**config.mk**
```make
export PLATFORM = sky130hd
export DESIGN_NAME = data_mem_arbiter_flat
export DESIGN_NICKNAME = d
export VERILOG_FILES = /design/src/rtl/data_mem_arbiter_if.sv /design/src/rtl/data_mem_arbiter.sv /design/src/flat_wrapper.sv
export SDC_FILE = /design/constraint.sdc
export NUM_CORES = 1
export LEC_CHECK = 0
export ABC_AREA = 1
export CAP_MARGIN = 20
export CELL_PAD_IN_SITES_DETAIL_PLACEMENT = 0
export CELL_PAD_IN_SITES_GLOBAL_PLACEMENT = 1
export CORE_MARGIN = 1
export CORE_UTILIZATION = 31
export DETAILED_ROUTE_END_ITERATION = 10
export PLACE_DENSITY_LB_ADDON = 0.1
export SYNTH_ARGS = -nofsm -noshare
export SYNTH_HDL_FRONTEND = slang
export SYNTH_SLANG_ARGS = --single-unit
export TNS_END_PERCENT = 5
```
**constraint.sdc**
```tcl
create_clock -name clk -period 2.7 [get_ports clk]
set_input_delay 0.54 -clock clk [delete_from_list [all_inputs] [get_ports clk]]
set_output_delay 0.54 -clock clk [all_outputs]
set_load 0.01 [all_outputs]
```
**src/rtl/data_mem_arbiter_if.sv**
```systemverilog
// Bus bundle between the two requesters (CPU load/store unit on A, register
// save/restore engine on B), the arbiter, and the single-port DataMemory.
interface data_mem_arbiter_if #(
    parameter int MEM_ADDR_BITS = 8,
    parameter int WORD_SIZE     = 16
);
    logic                     req_a;
    logic                     we_a;
    logic [MEM_ADDR_BITS-1:0] addr_a;
    logic [WORD_SIZE-1:0]     wdata_a;
    logic                     done_a;
    logic [WORD_SIZE-1:0]     rdata_a;
    logic                     err_a;

    logic                     req_b;
    logic                     we_b;
    logic [MEM_ADDR_BITS-1:0] addr_b;
    logic [WORD_SIZE-1:0]     wdata_b;
    logic                     done_b;
    logic [WORD_SIZE-1:0]     rdata_b;

    logic                     busy;

    logic                     mem_write_en;
    logic                     mem_read_en;
    logic [MEM_ADDR_BITS-1:0] mem_addr;
    logic [WORD_SIZE-1:0]     mem_write_data;
    logic [WORD_SIZE-1:0]     mem_read_data;

    // Arbiter side
    modport slave (
        input  req_a, we_a, addr_a, wdata_a,
        input  req_b, we_b, addr_b, wdata_b,
        input  mem_read_data,
        output done_a, rdata_a, err_a,
        output done_b, rdata_b,
        output busy,
        output mem_write_en, mem_read_en, mem_addr, mem_write_data
    );

    // Requester and memory side
    modport master (
        output req_a, we_a, addr_a, wdata_a,
        output req_b, we_b, addr_b, wdata_b,
        output mem_read_data,
        input  done_a, rdata_a, err_a,
        input  done_b, rdata_b,
        input  busy,
        input  mem_write_en, mem_read_en, mem_addr, mem_write_data
    );
endinterface

```
**src/rtl/data_mem_arbiter.sv**
```systemverilog
// Two-port arbiter and access sequencer in front of the single-port
// DataMemory. Serialises one access at a time with round-robin priority and
// blocks port A writes into the reserved register area at the bottom of memory.
module data_mem_arbiter #(
    parameter int MEM_ADDR_BITS  = 8,
    parameter int WORD_SIZE      = 16,
    parameter int RESERVED_WORDS = 16
) (
    input  logic               clk,
    input  logic               reset,
    data_mem_arbiter_if.slave  bus
);
    localparam logic [MEM_ADDR_BITS-1:0] RESV_LIMIT = MEM_ADDR_BITS'(RESERVED_WORDS);
    localparam logic PORT_A = 1'b0;
    localparam logic PORT_B = 1'b1;

    typedef enum logic [1:0] {IDLE, ISSUE, CAPTURE, DONE} state_t;

    state_t                   state;
    logic                     last_grant;
    logic                     lat_port;
    logic                     lat_we;
    logic                     lat_blocked;
    logic [MEM_ADDR_BITS-1:0] lat_addr;
    logic [WORD_SIZE-1:0]     lat_wdata;
    logic                     wr_en_q;
    logic                     rd_en_q;
    logic                     done_a;
    logic                     done_b;
    logic                     err_a;
    logic                     busy;
    logic [WORD_SIZE-1:0]     rdata_a;
    logic [WORD_SIZE-1:0]     rdata_b;

    logic                     grant_b;
    logic                     sel_we;
    logic                     sel_blocked;
    logic [MEM_ADDR_BITS-1:0] sel_addr;
    logic [WORD_SIZE-1:0]     sel_wdata;

    // Pick the winner among pending requests: the port not granted last wins a tie
    always_comb begin
        grant_b     = bus.req_b & (~bus.req_a | (last_grant == PORT_A));
        sel_we      = grant_b ? bus.we_b    : bus.we_a;
        sel_addr    = grant_b ? bus.addr_b  : bus.addr_a;
        sel_wdata   = grant_b ? bus.wdata_b : bus.wdata_a;
        sel_blocked = ~grant_b & bus.we_a & (bus.addr_a < RESV_LIMIT);
    end

    // Access sequencer: IDLE -> ISSUE -> CAPTURE -> DONE, all outputs registered
    always_ff @(posedge clk) begin
        if (reset) begin
            state       <= IDLE;
            last_grant  <= PORT_B;
            lat_port    <= PORT_A;
            lat_we      <= 1'b0;
            lat_blocked <= 1'b0;
            lat_addr    <= '0;
            lat_wdata   <= '0;
            wr_en_q     <= 1'b0;
            rd_en_q     <= 1'b0;
            done_a      <= 1'b0;
            done_b      <= 1'b0;
            err_a       <= 1'b0;
            busy        <= 1'b0;
            rdata_a     <= '0;
            rdata_b     <= '0;
        end else begin
            done_a  <= 1'b0;
            done_b  <= 1'b0;
            err_a   <= 1'b0;
            wr_en_q <= 1'b0;
            rd_en_q <= 1'b0;
            case (state)
                IDLE: begin
                    if (bus.req_a || bus.req_b) begin
                        lat_port    <= grant_b;
                        last_grant  <= grant_b;
                        lat_we      <= sel_we;
                        lat_addr    <= sel_addr;
                        lat_wdata   <= sel_wdata;
                        lat_blocked <= sel_blocked;
                        wr_en_q     <= sel_we & ~sel_blocked;
                        rd_en_q     <= ~sel_we;
                        busy        <= 1'b1;
                        state       <= ISSUE;
                    end
                end
                ISSUE: begin
                    state <= CAPTURE;
                end
                CAPTURE: begin
                    if (!lat_we) begin
                        if (lat_port == PORT_B) rdata_b <= bus.mem_read_data;
                        else                    rdata_a <= bus.mem_read_data;
                    end
                    done_a <= (lat_port == PORT_A);
                    done_b <= (lat_port == PORT_B);
                    err_a  <= (lat_port == PORT_A) & lat_blocked;
                    state  <= DONE;
                end
                DONE: begin
                    busy  <= 1'b0;
                    state <= IDLE;
                end
                default: begin
                    busy  <= 1'b0;
                    state <= IDLE;
                end
            endcase
        end
    end

    assign bus.mem_write_en   = wr_en_q & ~reset;
    assign bus.mem_read_en    = rd_en_q & ~reset;
    assign bus.mem_addr       = lat_addr;
    assign bus.mem_write_data = lat_wdata;
    assign bus.done_a         = done_a;
    assign bus.done_b         = done_b;
    assign bus.err_a          = err_a;
    assign bus.rdata_a        = rdata_a;
    assign bus.rdata_b        = rdata_b;
    assign bus.busy           = busy;
endmodule

```
**src/flat_wrapper.sv**
```systemverilog
// flat-port wrapper written by rule: the top's interface ports become plain ports
module data_mem_arbiter_flat 
#(
    parameter int MEM_ADDR_BITS  = 8,
    parameter int WORD_SIZE      = 16,
    parameter int RESERVED_WORDS = 16
)
  (clk, reset, bus_req_a, bus_we_a, bus_addr_a, bus_wdata_a, bus_req_b, bus_we_b, bus_addr_b, bus_wdata_b, bus_mem_read_data, bus_done_a, bus_rdata_a, bus_err_a, bus_done_b, bus_rdata_b, bus_busy, bus_mem_write_en, bus_mem_read_en, bus_mem_addr, bus_mem_write_data);
  data_mem_arbiter_if #(.MEM_ADDR_BITS(MEM_ADDR_BITS), .WORD_SIZE(WORD_SIZE)) bus_i ();
  input  logic clk;
  input  logic reset;
  input wire logic [$bits(bus_i.req_a)-1:0] bus_req_a;
  input wire logic [$bits(bus_i.we_a)-1:0] bus_we_a;
  input wire logic [$bits(bus_i.addr_a)-1:0] bus_addr_a;
  input wire logic [$bits(bus_i.wdata_a)-1:0] bus_wdata_a;
  input wire logic [$bits(bus_i.req_b)-1:0] bus_req_b;
  input wire logic [$bits(bus_i.we_b)-1:0] bus_we_b;
  input wire logic [$bits(bus_i.addr_b)-1:0] bus_addr_b;
  input wire logic [$bits(bus_i.wdata_b)-1:0] bus_wdata_b;
  input wire logic [$bits(bus_i.mem_read_data)-1:0] bus_mem_read_data;
  output wire logic [$bits(bus_i.done_a)-1:0] bus_done_a;
  output wire logic [$bits(bus_i.rdata_a)-1:0] bus_rdata_a;
  output wire logic [$bits(bus_i.err_a)-1:0] bus_err_a;
  output wire logic [$bits(bus_i.done_b)-1:0] bus_done_b;
  output wire logic [$bits(bus_i.rdata_b)-1:0] bus_rdata_b;
  output wire logic [$bits(bus_i.busy)-1:0] bus_busy;
  output wire logic [$bits(bus_i.mem_write_en)-1:0] bus_mem_write_en;
  output wire logic [$bits(bus_i.mem_read_en)-1:0] bus_mem_read_en;
  output wire logic [$bits(bus_i.mem_addr)-1:0] bus_mem_addr;
  output wire logic [$bits(bus_i.mem_write_data)-1:0] bus_mem_write_data;
  assign bus_i.req_a = bus_req_a;
  assign bus_i.we_a = bus_we_a;
  assign bus_i.addr_a = bus_addr_a;
  assign bus_i.wdata_a = bus_wdata_a;
  assign bus_i.req_b = bus_req_b;
  assign bus_i.we_b = bus_we_b;
  assign bus_i.addr_b = bus_addr_b;
  assign bus_i.wdata_b = bus_wdata_b;
  assign bus_i.mem_read_data = bus_mem_read_data;
  assign bus_done_a = bus_i.done_a;
  assign bus_rdata_a = bus_i.rdata_a;
  assign bus_err_a = bus_i.err_a;
  assign bus_done_b = bus_i.done_b;
  assign bus_rdata_b = bus_i.rdata_b;
  assign bus_busy = bus_i.busy;
  assign bus_mem_write_en = bus_i.mem_write_en;
  assign bus_mem_read_en = bus_i.mem_read_en;
  assign bus_mem_addr = bus_i.mem_addr;
  assign bus_mem_write_data = bus_i.mem_write_data;
  data_mem_arbiter #(.MEM_ADDR_BITS(MEM_ADDR_BITS), .WORD_SIZE(WORD_SIZE), .RESERVED_WORDS(RESERVED_WORDS)) u_core (.clk(clk), .reset(reset), .bus(bus_i));
endmodule
```
# After elaboration in Yosys (flattened, before gate mapping)

Index checks and enable logic that the tools add are counted.

Output and inout bits: 62
Register bits: 68
Logic and storage cells: 55

Reduce and logical (&&, ||, !) cells: 9
Order comparisons: 1
Muxes and demuxes: 7
Eq/ne operators: 4
Bitwise operators: 19

Operator list:

| cell                 | count |
|---|---|
| $mux W16             | 1 |
| $not A1 Y1           | 11 |
| $lt A8 B5 Y1 const B | 1 |
| $mux W8              | 1 |
| $pmux W2 S4          | 1 |
| $and A1 B1 Y1        | 7 |
| $reduce_and A3 Y1    | 2 |
| $eq A2 B2 Y1 const B | 2 |
| $reduce_and A2 Y1    | 2 |
| $reduce_or A3 Y1     | 1 |
| $eq A2 B1 Y1 const B | 1 |
| $logic_not A2 Y1     | 1 |
| $mux W1              | 2 |
| $mux W2              | 1 |
| $ne A2 B1 Y1 const B | 1 |
| $pmux W1 S2          | 1 |
| $reduce_bool A2 Y1   | 1 |
| $reduce_or A2 Y1     | 1 |
| $logic_or A1 B1 Y1   | 1 |
| $or A1 B1 Y1         | 1 |

# Depth between registers and ports, before layout

Gate-level depths: netlist of the first run.

Depth after elaboration: 8
Depth in mapped cells: 8
Mapped depth without buffers: 7

# Least setup slack after synthesis of the first run

No wires, ideal clock.

Path type: input to output
Start point: in reset
End point: out bus_mem_read_en
Path slack: 1.026 ns
Data arrival time: 1.134 ns
Required time: 2.160 ns
Stages: 3
Path through: buf_2 clkbuf_1 nor2_1

Longest elaborated chain between the ends: 2

Ends and longest elaborated chain:

| item               | line                    | source |
|---|---|---|
| start: declaration | flat_wrapper.sv:11      | `input logic reset;` |
| $not A1 Y1         | data_mem_arbiter.sv:115 | `assign bus.mem_read_en = rd_en_q & ~reset;` |
| $and A1 B1 Y1      | data_mem_arbiter.sv:115 |  |
| end: declaration   | flat_wrapper.sv:28      | `output wire logic [$bits(bus_i.mem_read_en)-1:0] bus_mem_read_en;` |

No other way between the ends.

# Worst setup path in the final report of the first run

Start point: in reset
End point: out bus_mem_write_en

Longest elaborated chain between the ends: 2

Ends and longest elaborated chain:

| item             | line                    | source |
|---|---|---|
| $not A1 Y1       | data_mem_arbiter.sv:114 | `assign bus.mem_write_en = wr_en_q & ~reset;` |
| $and A1 B1 Y1    | data_mem_arbiter.sv:114 |  |
| end: declaration | flat_wrapper.sv:27      | `output wire logic [$bits(bus_i.mem_write_en)-1:0] bus_mem_write_en;` |

No other way between the ends.

==> results of run 1 <==
logic make-up after synthesis:
kind of cell / count (synthesis)
AND/OR/NAND/NOR: 228
AO/OA/AOI/OAI: 36
buffers and inverters: 57
adder cells (fa/ha/maj): 3
flip-flops: 68
layer usage:
| layer | share of wire | GRT usage | wire length [um] | up-vias |
|---|---|---|---|---|
| met2 | 0.45 | 0.3039 | 3713 | 107 |
| met3 | 0.092 | 0.06454 | 761 | 11 |
| li1 | - | - | - | 1507 |
| met4 | 0.015 | 0.06889 | 121 | 0 |
| met1 | 0.44 | 0.2094 | 3634 | 1304 |
| met5 | 0 | 0 | 0 | - |
final timing paths:
path	start	endpoint	slack, ns
max reg2reg	u_core.lat_port$_SDFFE_PP0P_	u_core.bus.rdata_a[0]$_SDFFE_PP0P_	0.79
min	u_core.lat_blocked$_SDFFE_PP0P_	u_core.bus.err_a$_SDFF_PP0_	0.44
min reg2reg	u_core.lat_blocked$_SDFFE_PP0P_	u_core.bus.err_a$_SDFF_PP0_	0.44
max	reset	bus_mem_write_en	0.47
flip-flops by register name (all words and copies together), names as in the netlist:
name and count:
u_core.bus.mem_addr 8, u_core.bus.err_a 1, u_core.bus.done_b 1, u_core.lat_port 1
u_core.lat_blocked 1, u_core.bus.rdata_b 16, u_core.wr_en_q 1, u_core.bus.mem_write_data 16
u_core.bus.busy 1, u_core.bus.rdata_a 16, u_core.rd_en_q 1, u_core.bus.done_a 1
u_core.last_grant 1, u_core.state 2, u_core.lat_we 1
cell usage in the layout, fill, tap and decap left out, drive strengths merged:
master / count
clkdlybuf4s50: 131
nand2: 107
dfxtp: 68
nor2: 48
inv: 35
nand3: 30
nand3b: 24
a21oi: 18
o21ai: 18
nand4: 16
clkbuf: 10
buf: 7
ha: 3
bufinv: 2
clkinv: 2
nor3: 2
nor2b: 1
clkinvlp: 1
metrics by stage:
| stage | hold slack, ns | utilization | area, sq um | instances | power, uW |
|---|---|---|---|---|---|
| 3_5_place_dp | 0.4363 | 0.4817 | 4283 | 615 | 2667 |
| 3_3_place_gp | 0.4357 | 0.4817 | 4283 | 615 | 2653 |
| 2_1_floorplan | 0.4170 | - | 2910 | 392 | 2039 |
| 6_report | 0.4365 | 0.5069 | 4507 | 631 | 3581 |
| 5_1_grt | 0.4630 | 0.5069 | 4507 | 631 | 3821 |
| 4_1_cts | 0.4399 | 0.5069 | 4507 | 631 | 3638 |
layout make-up:
class                   count  area share
clock buffers              10     0.03054
clock inverters             6     0.01916
inverters                  34     0.02832
multi-input cells         267      0.2873
flip-flops and latches     68      0.3021
well taps                 108     0.02998
repair buffers            138      0.3026
power by group through the flow:
stage	Combinational (uW)	Sequential, uW	Clock, uW
floorplan	584	1450	0
global placement	1270	1380	0
CTS	1290	1370	984
detailed placement	1280	1390	0
global route	1400	1400	1020
finish	1260	1360	954
worst reg2reg max path, cell delays in order (launching register included):
cell	delay, ns
dfxtp_1	0.78
inv_1	0.20
nand3_2	0.29
inv_1	0.31
nor2_1	0.17
nor2_1	0.06
==> run_results.csv, run 1 <==
group,metric,value,unit
yosys,yosysSeqAreaShare,0.4678,
critical_path,required,2.16,ns
pwr,ir_drop,0.0002682,V
global_routing,grt_pass1_vias,2934,
placed_design,place.gp.congestion,0.7357,
clock_tree,cts_setup_buffers,0,
detailed_routing,wl_per_cell,13.04,um
clock_tree,cts_resized,0,
global_routing,grt.overflow.total,0,
detailed_routing,totalWireLength,8229,um
placed_design,port_buffers,131,
critical_path,cpLargestDelayFamily,"buffers and inverters",
global_routing,grt_pass1_wl,13940,um
detailed_routing,routed_via_density,4.642,
final_layout,multi_input_area,1295,sq um
critical_path,crit_path_top_delay_cell,"clkdlybuf4s50_1",
final_layout,final_nets,591,
timing,setup_ws,0.4726,ns
detailed_routing,drt_iter0_markers,52,
die,die-area,9779,sq um
yosys,synthMuxAreaShare,0,
timing,final.period_utilization,0.8250,
critical_path,path_depth,3,
yosys,syn_area,2910,sq um
final_layout,final-seq-area,1361,sq um
clock_tree,cts.clk_slew.worst_paths,0.07,ns
critical_path,path_buf_inv,2,
yosys,yosysTopAreaCell,"dfxtp_1",
critical_path,r2r_cells,5,
final_layout,antenna_cells,0,
placed_design,post-place-ws,0.4523,ns
die,die_width,98.89,um
yosys,ys.flop_type,"dfxtp_1",
critical_path,crit_fanout,3,
timing,setup_viol,0,
yosys,synthArstFlopShare,0,
global_routing,antenna_found_initial,0,
yosys,synth_cells,392,
timing,fin_worst_skew,0.009718,ns
timing,max_slew_margin,0.5284,
yosys,synth_top_family_by_area,"simple AND/OR/NAND/NOR gates",
pwr,seqPwrFrac,0.381,
yosys,synth_commonest_cells,"nand2_1 (106), dfxtp_1 (68), nor2_1 (46), inv_1 (31), nand3_1 (26)",
clock_tree,clockRootBuffer,"clkbuf_8",
die,ioPinCount,132,
critical_path,cp_cell_sequence,"clkdlybuf4s50_1, nor2_1, clkdlybuf4s50_1",
critical_path,critical_path_class,"in -> out",
clock_tree,postCtsHoldBufs,0,
detailed_routing,postRouteAntennaNets,0,
critical_path,cp.arrival,1.69,ns
die,die_height,98.89,um
pwr,clkPwrFrac,0.266,
yosys,synth_edf_count,0,
yosys,synth.most_common_cell,"nand2_1",
pwr,p_comb_frac,0.353,
yosys,synth_warnings,0,
job,drv_cap,0,
pwr,p_switching,1186,uW
timing,fmax,449.0,MHz
clock_tree,clock-sinks,68,
pwr,leakagePower,0.001871,uW
timing,tns,0,ns
worst_hold_path,hold_path_class,"reg -> reg",
yosys,synth_cell_types,22,
critical_path,start_kind,"primary input",
die,rows,34,
clock_tree,cts_tree,"built",
final_layout,layout-drive-gt1-share,0.06501,
outcome,status,"finished clean",
timing,hold_violations,0,
yosys,synth-adder-area-share,0.01290,
worst_hold_path,worstHoldPathCells,2,
clock_tree,numCtsBuffers,9,
clock_tree,h-tree-depth,3,
final_layout,fillers,896,
yosys,ys_ff_latch,68,
detailed_routing,num_vias,2929,
yosys,syn-num-nets,465,
timing,worst_pin_slew,0.7064,ns
placed_design,dp_hpwl,5752,um
global_routing,track_usage,0.1805,
detailed_routing,drc,0,
die,fp.coreArea,8891,sq um
yosys,synth-compound-area-share,0.06191,
global_routing,grt_max_degree,27,
timing,slew_violations,0,
yosys,syn_area_per_cell,7.424,sq um
final_layout,syn2layout_area_growth,54.86,%
yosys,synth.area.top_cells,"dfxtp_1 (47%), nand2_1 (14%), nand3b_1 (6.2%), nor2_1 (5.9%), nand3_1 (4.5%)",
die,start_util,0.3273,
pwr,p_sw_frac,0.3312,
critical_path,worst_path_most_repeated_cell,"clkdlybuf4s50_1",
pwr,cellPowerDensity,794.6,nW/um^2
critical_path,cp_slowest_stage_delay,0.54,ns
yosys,synth_top_area_share,0.4678,
clock_tree,clk_latency,0.34,ns
critical_path,crit_path_end_kind,"primary output",
yosys,synth_simple_gate_area_frac,0.3702,
clock_tree,clk_path_buf_depth,2,
yosys,synthXorXnorAreaFrac,0,
pwr,p_int,2395,uW
timing,post-route-min-period,2.227,ns
timing,grt_setup_unrepaired,"false",
detailed_routing,drt_first_pass_iters,4,
(Power assumes the default switching activity.)
==> run 2: changes to the inputs <==
--- a/config.mk
+++ b/config.mk
@@ -10,7 +10,7 @@
 export CELL_PAD_IN_SITES_DETAIL_PLACEMENT = 0
 export CELL_PAD_IN_SITES_GLOBAL_PLACEMENT = 1
 export CORE_MARGIN = 1
-export CORE_UTILIZATION = 31
+export CORE_UTILIZATION = 28
 export DETAILED_ROUTE_END_ITERATION = 10
 export PLACE_DENSITY_LB_ADDON = 0.1
 export SYNTH_ARGS = -nofsm -noshare
==> constraint.sdc (replaced) <==
create_clock -name clk -period 2.1 [get_ports clk]
set_input_delay 0.42 -clock clk [delete_from_list [all_inputs] [get_ports clk]]
set_output_delay 0.42 -clock clk [all_outputs]
set_load 0.01 [all_outputs]
==> run 2 against run 1 <==
Net effect:
- clock skew fell by 0.0042 ns
- sequential power rose by 28%
- first-iteration DRC count rose by 7.7%
- combinational power rose by 33%
- highest routed layer unchanged
==> run_results.csv, run 2 (synthesized netlist as in run 1, its figures left out) <==
group,metric,value,unit
final_layout,multi_input_area,1295,sq um
critical_path,cp.arrival,1.59,ns
die,die_height,104.0,um
final_layout,antenna_cells,0,
timing,tns,0,ns
critical_path,cpLargestDelayFamily,"buffers and inverters",
critical_path,crit_path_top_delay_cell,"clkdlybuf4s50_1",
critical_path,cp_slowest_stage_delay,0.54,ns
clock_tree,cts_tree,"built",
placed_design,post-place-ws,0.04883,ns
die,ioPinCount,132,
detailed_routing,drt_iter0_markers,56,
timing,max_slew_margin,0.5743,
detailed_routing,num_vias,2916,
timing,setup_viol,0,
detailed_routing,wl_per_cell,12.51,um
outcome,status,"finished clean",
timing,slew_violations,0,
critical_path,crit_fanout,3,
die,fp.coreArea,9910,sq um
timing,final.period_utilization,0.9571,
clock_tree,clock-sinks,68,
final_layout,layout_common_cells,"clkdlybuf4s50_1 (131), nand2_1 (106), dfxtp_1 (68)",
die,rows,36,
clock_tree,numCtsBuffers,9,
timing,setup_ws,0.09015,ns
critical_path,critical_path_class,"in -> out",
clock_tree,clk_latency,0.34,ns
critical_path,start_kind,"primary input",
timing,grt_setup_unrepaired,"false",
detailed_routing,drt_first_pass_iters,4,
final_layout,final-seq-area,1361,sq um
global_routing,grt_pass1_vias,2842,
critical_path,required,1.68,ns
global_routing,grt_pass1_wl,13620,um
pwr,cellPowerDensity,1009,nW/um^2
critical_path,cp_cell_sequence,"clkdlybuf4s50_1, nor2_1, clkdlybuf4s50_1",
clock_tree,clockRootBuffer,"clkbuf_8",
clock_tree,cts_setup_buffers,0,
placed_design,place.gp.congestion,0.7261,
timing,post-route-min-period,2.010,ns
detailed_routing,totalWireLength,8266,um
global_routing,antenna_found_initial,0,
final_layout,final_common_cell,"clkdlybuf4s50_1",
job,drv_cap,0,
final_layout,layout-drive-gt1-share,0.07386,
placed_design,port_buffers,131,
final_layout,fillers,1023,
placed_design,dp_hpwl,6055,um
global_routing,grt_max_degree,27,
clock_tree,postCtsHoldBufs,0,
clock_tree,h-tree-depth,3,
global_routing,grt.overflow.total,0,
final_layout,syn2layout_area_growth,58.04,%
detailed_routing,postRouteAntennaNets,0,
timing,worst_pin_slew,0.6371,ns
pwr,ir_drop,0.0004114,V
critical_path,crit_path_end_kind,"primary output",
worst_hold_path,worstHoldPathCells,2,
detailed_routing,routed_via_density,4.411,
clock_tree,clk_path_buf_depth,2,
timing,hold_violations,0,
clock_tree,cts.clk_slew.worst_paths,0.08,ns
critical_path,worst_path_most_repeated_cell,"clkdlybuf4s50_1",
timing,fmax,497.6,MHz
detailed_routing,drc,0,
global_routing,track_usage,0.1567,
worst_hold_path,hold_path_class,"reg -> reg",
pwr,leakagePower,0.001902,uW
final_layout,final_nets,596,
die,start_util,0.2937,
critical_path,r2r_cells,6,
timing,fin_worst_skew,0.005563,ns
die,die_width,104.0,um
clock_tree,cts_resized,0,
die,die-area,10810,sq um
critical_path,path_buf_inv,2,
critical_path,path_depth,3,
[run 2: worst reg2reg max path, delay by kind of cell (launching register included)]
kind	cells	cell delay, ns
buf+inv	2	0.56
simple gates	3	0.52
fa+ha+maj	1	0.38
flops	1	0.33
[run 2: metrics by stage]
stage	std cells	utilization	power (uW)	cell area, sq um	hold WS, ns
final	661	0.4641	4640	4599	0.4368
after global routing	661	0.4641	4969	4599	0.4731
after detailed placement	645	0.4417	3474	4377	0.4344
after CTS	661	0.4641	4715	4599	0.4402
after global placement	645	0.4417	3471	4377	0.4372
after floorplan	392	-	2622	2910	0.4170
[run 2: layout make-up]
type / count / area share
clock buffers: 9 / 0.02693
clock inverters: 7 / 0.02149
inverters: 34 / 0.02775
multi-input cells: 267 / 0.2816
flip-flops and latches: 68 / 0.2960
well taps: 133 / 0.03618
repair buffers: 143 / 0.3101
[run 2: final timing paths]
| path | from | end | slack [ns] |
|---|---|---|---|
| setup reg to reg | u_core.state[0]$_SDFFE_PP0P_ | u_core.bus.rdata_a[4]$_SDFFE_PP0P_ | 0.27 |
| hold / removal | u_core.lat_blocked$_SDFFE_PP0P_ | u_core.bus.err_a$_SDFF_PP0_ | 0.44 |
| setup / recovery | reset | bus_mem_read_en | 0.09 |
| hold reg to reg | u_core.lat_blocked$_SDFFE_PP0P_ | u_core.bus.err_a$_SDFF_PP0_ | 0.44 |
[run 2: where the power goes]
group	switching [uW]	internal [uW]
Combinational	838	837
Clock	547	677
Sequential	157	1580
[run 2: layer usage]
metal  track usage  vias up  share of wire
met4       0.04286        0          0.014
met2        0.2786       93           0.47
met5             0        -              0
met1        0.1701     1297           0.43
li1              -     1517              -
met3       0.06516        9          0.086
==> run 3: changes to the inputs <==
--- a/config.mk
+++ b/config.mk
@@ -10,9 +10,10 @@
 export CELL_PAD_IN_SITES_DETAIL_PLACEMENT = 0
 export CELL_PAD_IN_SITES_GLOBAL_PLACEMENT = 1
 export CORE_MARGIN = 1
-export CORE_UTILIZATION = 28
+export CORE_UTILIZATION = 25
+export CTS_CLUSTER_DIAMETER = 100
 export DETAILED_ROUTE_END_ITERATION = 10
-export PLACE_DENSITY_LB_ADDON = 0.1
+export PLACE_DENSITY = 0.76
 export SYNTH_ARGS = -nofsm -noshare
 export SYNTH_HDL_FRONTEND = slang
 export SYNTH_SLANG_ARGS = --single-unit
==> run 3 against run 2 <==
Net effect:
- via count is 1.9% higher
- combinational power hardly changed
- utilization is 4.7 points lower
- non-clock buffer count is 3 lower
- global-route usage is 0.82 points lower
- clock power is 54% higher
- count of clock-buffer cells in the layout stayed put
- final cell count is 1.1% higher
- sequential share of layout area is 0.87 points lower
- critical path type unchanged
- largest cell class unchanged
==> run_results.csv, run 3 (synthesized netlist as in run 1, its figures left out) <==
group,metric,value,unit
worst_hold_path,hold_path_class,"reg -> reg",
final_layout,layout-drive-gt1-share,0.06857,
timing,max_slew_margin,0.5442,
pwr,cellPowerDensity,1118,nW/um^2
placed_design,dp_hpwl,6281,um
final_layout,layout_common_cells,"clkdlybuf4s50_1 (131), nand2_1 (106), dfxtp_1 (68)",
critical_path,cp_slowest_stage_delay,0.57,ns
global_routing,grt_pass1_wl,13610,um
critical_path,crit_fanout,3,
global_routing,antenna_found_initial,0,
outcome,status,"finished clean",
critical_path,required,1.68,ns
detailed_routing,postRouteAntennaNets,0,
die,rows,39,
clock_tree,clk_path_buf_depth,2,
timing,final.period_utilization,0.9727,
timing,hold_violations,0,
final_layout,antenna_cells,0,
clock_tree,postCtsHoldBufs,0,
critical_path,crit_path_end_kind,"primary output",
placed_design,place.gp.congestion,0.7524,
clock_tree,h-tree-depth,3,
die,die-area,12080,sq um
critical_path,cp_cell_sequence,"clkdlybuf4s50_1, nor2_1, clkdlybuf4s50_1",
clock_tree,clk_latency,0.33,ns
pwr,ir_drop,0.0004520,V
timing,slew_violations,0,
global_routing,grt_max_degree,27,
detailed_routing,num_vias,2970,
clock_tree,clock-sinks,68,
critical_path,worst_path_most_repeated_cell,"clkdlybuf4s50_1",
timing,worst_pin_slew,0.6821,ns
timing,fmax,489.5,MHz
clock_tree,cts_tree,"built",
detailed_routing,drt_iter0_markers,95,
placed_design,port_buffers,131,
final_layout,final_common_cell,"clkdlybuf4s50_1",
die,die_width,109.9,um
global_routing,grt.overflow.total,0,
final_layout,fillers,1248,
final_layout,syn2layout_area_growth,62.81,%
critical_path,crit_path_top_delay_cell,"clkdlybuf4s50_1",
pwr,leakagePower,0.001958,uW
timing,post-route-min-period,2.043,ns
timing,grt_setup_unrepaired,"false",
die,fp.coreArea,11370,sq um
critical_path,start_kind,"primary input",
die,die_height,109.9,um
die,start_util,0.2560,
timing,setup_viol,0,
clock_tree,cts_resized,0,
detailed_routing,totalWireLength,8622,um
critical_path,cp.arrival,1.62,ns
critical_path,critical_path_class,"in -> out",
final_layout,final_nets,593,
pwr,total_power,5295,uW
timing,setup_ws,0.05723,ns
timing,tns,0,ns
clock_tree,cts.clk_slew.worst_paths,0.06,ns
detailed_routing,drc,0,
detailed_routing,wl_per_cell,12.91,um
detailed_routing,drt_first_pass_iters,5,
detailed_routing,routed_via_density,4.446,
global_routing,grt_pass1_vias,2835,
clock_tree,numCtsBuffers,9,
die,ioPinCount,132,
global_routing,track_usage,0.1485,
job,drv_cap,0,
clock_tree,clockRootBuffer,"clkbuf_16",
placed_design,post-place-ws,0.05592,ns
clock_tree,cts_setup_buffers,0,
timing,fin_worst_skew,0.005269,ns
## run 3: changes by cell type in the layout (fill, tap and decap cells not counted)
cell | previous run | this run
clkbuf_16 | 0 | 9
clkbuf_8 | 9 | 0
buf_4 | 10 | 7
bufinv_16 | 2 | 4
clkinv_2 | 1 | 0
clkinvlp_4 | 1 | 0
## run 3: stage by stage
| step | hold slack [ns] | area, sq um | util | std cells |
|---|---|---|---|---|
| 2_1_floorplan | 0.4170 | 2910 | - | 392 |
| 3_3_place_gp | 0.4370 | 4367 | 0.3841 | 652 |
| 3_5_place_dp | 0.4409 | 4367 | 0.3841 | 652 |
| 4_1_cts | 0.4496 | 4738 | 0.4167 | 668 |
| 5_1_grt | 0.4734 | 4738 | 0.4167 | 668 |
| 6_report | 0.4434 | 4738 | 0.4167 | 668 |
## run 3: power breakdown
group | internal [uW] | total [uW] | switching, uW
clock | 1290 | 1880 | 592
sequential | 1590 | 1740 | 157
combinational | 822 | 1670 | 847
## run 3: layout make-up
class | instances | area, sq um | area share
flip-flops and latches | 68 | 1361 | 0.2873
inverters | 34 | 127.6 | 0.02693
well taps | 143 | 178.9 | 0.03776
multi-input cells | 267 | 1295 | 0.2733
repair buffers | 140 | 1404 | 0.2963
clock inverters | 7 | 146.4 | 0.03090
clock buffers | 9 | 225.2 | 0.04753
## run 3: layer usage
layer	vias to the layer above	routed length, um	share of wire	GRT usage
met3	6	945	0.11	0.05216
met1	1327	3641	0.42	0.1667
met4	0	63	0.0073	0.05714
met5	-	0	0	0
met2	121	3971	0.46	0.2563
li1	1516	-	-	-
## run 3: worst max-delay path, delay by kind of cell
family | cells | cell delay, ns
buffers and inverters | 2 | 1.06
AND/OR/NAND/NOR | 1 | 0.14
## run 3: worst paths after layout
path / start / endpoint / slack, ns / cells after the start
worst min register to register: u_core.lat_blocked$_SDFFE_PP0P_ / u_core.bus.err_a$_SDFF_PP0_ / 0.44 / 2
worst min-delay path: u_core.lat_blocked$_SDFFE_PP0P_ / u_core.bus.err_a$_SDFF_PP0_ / 0.44 / 2
worst max register to register: u_core.state[0]$_SDFFE_PP0P_ / u_core.bus.rdata_a[11]$_SDFFE_PP0P_ / 0.33 / 6
worst max-delay path: reset / bus_mem_write_en / 0.06 / 3
